File: config.mk
export PLATFORM = sky130hd
export DESIGN_NAME = if_fetch_stage
export DESIGN_NICKNAME = d
export VERILOG_FILES = /design/src/rtl/rv32_pipe_pkg.sv /design/src/rtl/if_skid_buf.sv /design/src/rtl/if_fetch_stage.sv
export SDC_FILE = /design/constraint.sdc
export NUM_CORES = 1
export LEC_CHECK = 0
export BUFFER_PORTS_ARGS = -buffer_cell sky130_fd_sc_hd__buf_2
export CORE_ASPECT_RATIO = 0.75
export CORE_MARGIN = 5
export CORE_UTILIZATION = 55
export CTS_CLUSTER_DIAMETER = 100
export DETAILED_ROUTE_END_ITERATION = 8
export PLACE_DENSITY = 0.8
export SYNTH_ARGS = -nofsm -noshare
export SYNTH_HDL_FRONTEND = slang
export SYNTH_HIERARCHICAL = 1
export SYNTH_SLANG_ARGS = --single-unit
File: constraint.sdc
create_clock -name clk -period 2.5 [get_ports clk]
set_input_delay 0.5 -clock clk [delete_from_list [all_inputs] [get_ports clk]]
set_output_delay 0.5 -clock clk [all_outputs]
set_load 0.005 [all_outputs]
File: src/rtl/rv32_pipe_pkg.sv
// Shared constants and types for the RV32I pipelined core.
// XLEN is common to fetch, hazard detection and forwarding.
package rv32_pipe_pkg;

    localparam int unsigned XLEN = 32;

    localparam logic [XLEN-1:0] RESET_PC  = 32'h0000_0000;
    localparam logic [31:0]     NOP_INSTR = 32'h0000_0013;

    typedef enum logic [1:0] {
        StFetch,
        StWait,
        StDrop,
        StHold
    } fetch_state_t;

endpackage

File: src/rtl/if_skid_buf.sv
// One-entry {pc, instr} skid buffer for the fetch stage.
// Clear wins over push, push wins over pop.
module if_skid_buf #(
    parameter int unsigned Xlen = 32
) (
    input  logic            clk,
    input  logic            rstn,
    input  logic            push_i,
    input  logic            pop_i,
    input  logic            clear_i,
    input  logic [Xlen-1:0] push_pc_i,
    input  logic [31:0]     push_instr_i,
    output logic            full_o,
    output logic [Xlen-1:0] pc_o,
    output logic [31:0]     instr_o
);

    logic            full_q, full_d;
    logic [Xlen-1:0] pc_q, pc_d;
    logic [31:0]     instr_q, instr_d;

    always_comb begin
        full_d  = full_q;
        pc_d    = pc_q;
        instr_d = instr_q;
        if (clear_i) begin
            full_d = 1'b0;
        end else if (push_i) begin
            full_d  = 1'b1;
            pc_d    = push_pc_i;
            instr_d = push_instr_i;
        end else if (pop_i) begin
            full_d = 1'b0;
        end
    end

    always_ff @(posedge clk) begin
        if (!rstn) begin
            full_q  <= 1'b0;
            pc_q    <= '0;
            instr_q <= '0;
        end else begin
            full_q  <= full_d;
            pc_q    <= pc_d;
            instr_q <= instr_d;
        end
    end

    assign full_o  = full_q;
    assign pc_o    = pc_q;
    assign instr_o = instr_q;

endmodule

File: src/rtl/if_fetch_stage.sv
// Fetch stage and IF/ID register: single-outstanding imem port, stall/flush handling,
// and a one-entry skid for a response that lands while decode is stalled.
module if_fetch_stage
    import rv32_pipe_pkg::*;
#(
    parameter int unsigned     Xlen     = XLEN,
    parameter logic [Xlen-1:0] ResetPc  = RESET_PC,
    parameter logic [31:0]     NopInstr = NOP_INSTR
) (
    input  logic            clk,
    input  logic            rstn,
    input  logic            stall,
    input  logic            flush,
    input  logic [Xlen-1:0] redirect_pc,
    output logic            imem_req,
    output logic [Xlen-1:0] imem_addr,
    input  logic            imem_gnt,
    input  logic            imem_rvalid,
    input  logic [31:0]     imem_rdata,
    output logic [Xlen-1:0] if_id_pc,
    output logic [31:0]     if_id_instr,
    output logic            if_id_valid
);

    fetch_state_t    state_q, state_d;
    logic [Xlen-1:0] pc_q, pc_d;
    logic [Xlen-1:0] inflight_pc_q, inflight_pc_d;
    logic [Xlen-1:0] if_id_pc_q, if_id_pc_d;
    logic [31:0]     if_id_instr_q, if_id_instr_d;
    logic            if_id_valid_q, if_id_valid_d;

    logic            skid_push, skid_pop, skid_clear, skid_full;
    logic [Xlen-1:0] skid_pc;
    logic [31:0]     skid_instr;
    logic            resp_live;

    // Redirect targets are word-aligned; the low bits are intentionally dropped.
    logic unused_redirect_lsb;
    assign unused_redirect_lsb = ^redirect_pc[1:0];

    // A response only counts while a live request is outstanding.
    assign resp_live = (state_q == StWait) && imem_rvalid;

    always_comb begin
        state_d       = state_q;
        pc_d          = pc_q;
        inflight_pc_d = inflight_pc_q;
        if_id_pc_d    = if_id_pc_q;
        if_id_instr_d = if_id_instr_q;
        if_id_valid_d = if_id_valid_q;
        skid_push     = 1'b0;
        skid_pop      = 1'b0;
        skid_clear    = 1'b0;

        unique case (state_q)
            StFetch: begin
                if (imem_gnt) begin
                    state_d       = StWait;
                    inflight_pc_d = pc_q;
                    pc_d          = pc_q + Xlen'(4);
                end
            end
            StWait: begin
                if (imem_rvalid) begin
                    state_d = stall ? StHold : StFetch;
                end
            end
            StDrop: begin
                if (imem_rvalid) begin
                    state_d = StFetch;
                end
            end
            StHold: begin
                if (!stall) begin
                    state_d = StFetch;
                end
            end
            default: state_d = StFetch;
        endcase

        if (flush) begin
            skid_clear    = 1'b1;
            if_id_valid_d = 1'b0;
            if_id_instr_d = NopInstr;
            pc_d          = {redirect_pc[Xlen-1:2], 2'b00};
            case (state_q)
                StFetch: state_d = imem_gnt ? StDrop : StFetch;
                StWait:  state_d = imem_rvalid ? StFetch : StDrop;
                StHold:  state_d = StFetch;
                default: ;
            endcase
        end else if (stall) begin
            skid_push = resp_live;
        end else if (skid_full) begin
            skid_pop      = 1'b1;
            if_id_valid_d = 1'b1;
            if_id_pc_d    = skid_pc;
            if_id_instr_d = skid_instr;
        end else if (resp_live) begin
            if_id_valid_d = 1'b1;
            if_id_pc_d    = inflight_pc_q;
            if_id_instr_d = imem_rdata;
        end else begin
            if_id_valid_d = 1'b0;
            if_id_instr_d = NopInstr;
        end
    end

    always_ff @(posedge clk) begin
        if (!rstn) begin
            state_q       <= StFetch;
            pc_q          <= ResetPc;
            inflight_pc_q <= '0;
            if_id_pc_q    <= '0;
            if_id_instr_q <= NopInstr;
            if_id_valid_q <= 1'b0;
        end else begin
            state_q       <= state_d;
            pc_q          <= pc_d;
            inflight_pc_q <= inflight_pc_d;
            if_id_pc_q    <= if_id_pc_d;
            if_id_instr_q <= if_id_instr_d;
            if_id_valid_q <= if_id_valid_d;
        end
    end

    if_skid_buf #(
        .Xlen(Xlen)
    ) u_skid (
        .clk         (clk),
        .rstn        (rstn),
        .push_i      (skid_push),
        .pop_i       (skid_pop),
        .clear_i     (skid_clear),
        .push_pc_i   (inflight_pc_q),
        .push_instr_i(imem_rdata),
        .full_o      (skid_full),
        .pc_o        (skid_pc),
        .instr_o     (skid_instr)
    );

    assign imem_req    = rstn && (state_q == StFetch);
    assign imem_addr   = pc_q;
    assign if_id_pc    = if_id_pc_q;
    assign if_id_instr = if_id_instr_q;
    assign if_id_valid = if_id_valid_q;

endmodule
==> impl_metrics.json <==
{
  "status": "complete, no violations",
  "startpoint_type": "register",
  "hpwlAfterDp_um": 14300,
  "cts_buffers": 17,
  "cts_hold_buf": 0,
  "crit_slowest_cell": "or4_1",
  "power_density_nw_per_um2": 662,
  "rows": 39,
  "swShare_pct": 25.5,
  "layout_setup_ws_ps": 407,
  "post-route-util_pct": 66.2,
  "synth_edf_count": 0,
  "pwr-share-seq_pct": 48.2,
  "skew_ps": 8.69,
  "fmaxAchievable_ghz": 0.478,
  "leakagePower_nw": 4.22,
  "via_per_inst": 5.67,
  "drt_drc_violations_left": 0,
  "p_int_w": 0.00500,
  "pin_count": 168,
  "switching_power_w": 0.00171,
  "fillCellCount": 1292,
  "dieArea_um2": 18300,
  "first_global_vias": 6954,
  "clkLatencyLatePin_ps": 430,
  "max_cap_violations": 0,
  "post_drt_wl_per_cell_um": 16.3,
  "fin_crit_sh_pct": 83.7,
  "crit_fanout": 8,
  "r2r_setup_slack_ps": 410,
  "n_antenna_cell": 0,
  "path_cells": "or3b_4, or4_1, or3_1, a31oi_1",
  "clock_sinks": 192,
  "syn_avg_cell_area_um2": 8.87,
  "gp_congestion": 0.885,
  "final-hold-violation-count": 0,
  "final_area_um2": 10100,
  "htreeDepth": 4,
  "path_class": "reg -> reg",
  "path_clk_slew_ps": 80,
  "cp.buffers_inverters": 0,
  "netlist.area_leader.share_pct": 44.5,
  "drtAntennaViolNets": 0,
  "yosys_most_used_dff": "dfxtp_1",
  "drive_gt1_share_pct": 20.2,
  "grt_start_max_net_pins": 108,
  "vias": 7453,
  "ctsRootBufferMaster": "clkbuf_16",
  "syn_to_final_growth_pct": 17.4,
  "slew_headroom_pct": 58.5,
  "seq_area_um2": 3850,
  "grt_usage_pct": 22.9,
  "period_needed_ps": 2090,
  "fp.coreArea_um2": 15300,
  "grt_pass1_wl_um": 34900,
  "nNetsFinal": 1167,
  "routed_wl_um": 21400,
  "syn-cell-area_um2": 8640,
  "cts_buffer_depth": 2,
  "port_buffers": 163,
  "antenna_found_initial": 1,
  "drt_iter0_drc": 526,
  "syn_inst": 974,
  "slew_viol_final": 0,
  "grt_overflow": 0,
  "end_kind": "register",
  "dieWidth_um": 155,
  "tritoncts": "built",
  "fin_tns_setup_ps": 0,
  "ir_worst_vdd_v": 0.000557,
  "yosys-top-cells-area": "dfxtp_1, mux2i_1, nand2_1",
  "path_delay_family": "simple AND/OR/NAND/NOR gates",
  "tightest_slew_ps": 622,
  "power_w": 0.00671,
  "dr.pass1.iters": 5,
  "pwr-share-comb_pct": 8.1,
  "ctsResizeCount": 0,
  "post_dp_cell_area_um2": 9500,
  "finalSetupViolCount": 0,
  "clockPowerShare_pct": 43.6,
  "ys_types": 52,
  "hp-class": "in -> reg",
  "yosysWarnings": 6,
  "place_ws_ps": 224,
  "multiInputGateArea_um2": 4340,
  "initial_utilization_pct": 56.4,
  "synth_top_area_cell": "dfxtp_1",
  "cp.required_ps": 2860,
  "postCtsSetupBuffers": 0,
  "synth_seq_cells": 192,
  "cp_data_arrival_time_ps": 2450,
  "synthArstFlopShare_pct": 0,
  "rsz0062_at_grt": "false",
  "ys_seq_area_share_pct": 44.5,
  "die_y_um": 119,
  "critPathMaxStageDelay_ps": 670
}
==> per-stage QoR <==
| step | instances | hold slack, ps |
|---|---|---|
| 6_report | 1314 | 287 |
| 5_1_grt | 1314 | 276 |
| 4_1_cts | 1314 | 269 |
| 3_5_place_dp | 1282 | 446 |
| 3_3_place_gp | 1282 | 441 |
| 2_1_floorplan | 977 | 434 |
==> state kept, by name, summed over array words and instances (netlist names) <==
signal,flops
u_skid/instr_o,32
inflight_pc_q,30
state_q,2
if_id_pc,32
u_skid/full_o,1
u_skid/pc_o,32
if_id_instr,32
imem_addr,30
if_id_valid,1
==> power by group through the flow <==
stage | combinational [W] | sequential, W | clock (W)
after floorplan | 0.000337 | 0.00328 | 0
after global placement | 0.000536 | 0.00330 | 0
after detailed placement | 0.000544 | 0.00330 | 0
after CTS | 0.000547 | 0.00323 | 0.00299
after global routing | 0.000610 | 0.00325 | 0.00312
final | 0.000547 | 0.00324 | 0.00293
==> worst paths after layout <==
| kind | startpoint | endpoint | depth (start not counted) |
|---|---|---|---|
| worst max-delay path | state_q[1]$_SDFF_PN0_ | imem_addr[18]$_SDFFE_PN0P_ | 4 |
| worst min register to register | u_skid/pc_o[0]$_SDFFE_PN0P_ | u_skid/pc_o[0]$_SDFFE_PN0P_ | 2 |
| worst max register to register | state_q[1]$_SDFF_PN0_ | imem_addr[18]$_SDFFE_PN0P_ | 4 |
| worst min-delay path | redirect_pc[2] | imem_addr[2]$_SDFFE_PN0P_ | 2 |
==> placed cells by master (no fill, tap or decap), types with 4 or more instances in the layout <==
master and count:
o31ai_1 5, xor2_1 8, mux2i_1 95, o211a_1 36, a31oi_1 9, or3_1 7
nand2b_1 11, a21boi_0 32, nor2_1 12, or4_1 10, and3_1 7, nand3_1 17
a221oi_1 29, nor2b_1 32, buf_12 4, nand2_1 242, dfxtp_1 191, conb_1 4
inv_8 4, inv_6 4, buf_4 18, nor3_1 32, nor4_1 8, buf_2 162
a21oi_1 11, o21ai_0 29, nand4_1 21, nor3b_1 5, clkbuf_16 17
==> synth_stat cells, types with 2 or more instances <==
cell      instances
buf_4             4
nor2b_1          32
buf_1             4
o211ai_1          3
nand3b_1          2
nor3_1           32
a32oi_1           2
clkbuf_1         56
a21boi_0         32
and2_1            3
o22ai_1           3
a221oi_1         29
nand2b_1         11
a21oi_1          11
and4_1            3
o311ai_0          2
buf_2            13
o211a_1          36
xor2_1            8
or3_1             7
nand4_1          21
inv_1             3
nor4_1            8
nand3_1          17
o21ai_0          29
nor2_1           13
nand2_1         242
dfxtp_1         192
mux2i_1          95
nor3b_1           5
buf_12            7
a31oi_1           9
a211oi_1          2
or4_1            10
o31ai_1           5
and3_1            7
==> per-layer routing <==
| metal | global-route usage, % | up-vias | share of wire [%] |
|---|---|---|---|
| li1 | - | 3674 | - |
| met3 | 5.63 | 22 | 6.1 |
| met2 | 35.6 | 213 | 46 |
| met1 | 32.2 | 3542 | 47 |
| met4 | 5.79 | 2 | 0.87 |
| met5 | 0 | - | 0.033 |
==> cells by family (layout without fill, tap and decap cells) <==
family                     after synthesis  in the layout  synth area share, %
buffers and inverters                   89            221                 5.64
AOI/OAI and AO/OA                      169            169                 15.0
other                                    1              4               0.0434
and+or+nand+nor                        418            418                 22.8
adders and majority gates                1              1                0.145
muxes                                   95             95                 11.0
xor gates and xnor gates                 9              9                0.913
DFF                                    192            192                 44.5
==> cell type report <==
| type | instances | share of cell area, % |
|---|---|---|
| clock buffer | 17 | 4.20 |
| clock inverter | 15 | 2.15 |
| inverter | 4 | 0.148 |
| multi-input combinational | 696 | 42.8 |
| sequential | 192 | 37.9 |
| tap | 205 | 2.53 |
| timing repair buffer | 185 | 10.2 |
No activity file was read; power rests on OpenSTA's default activity.
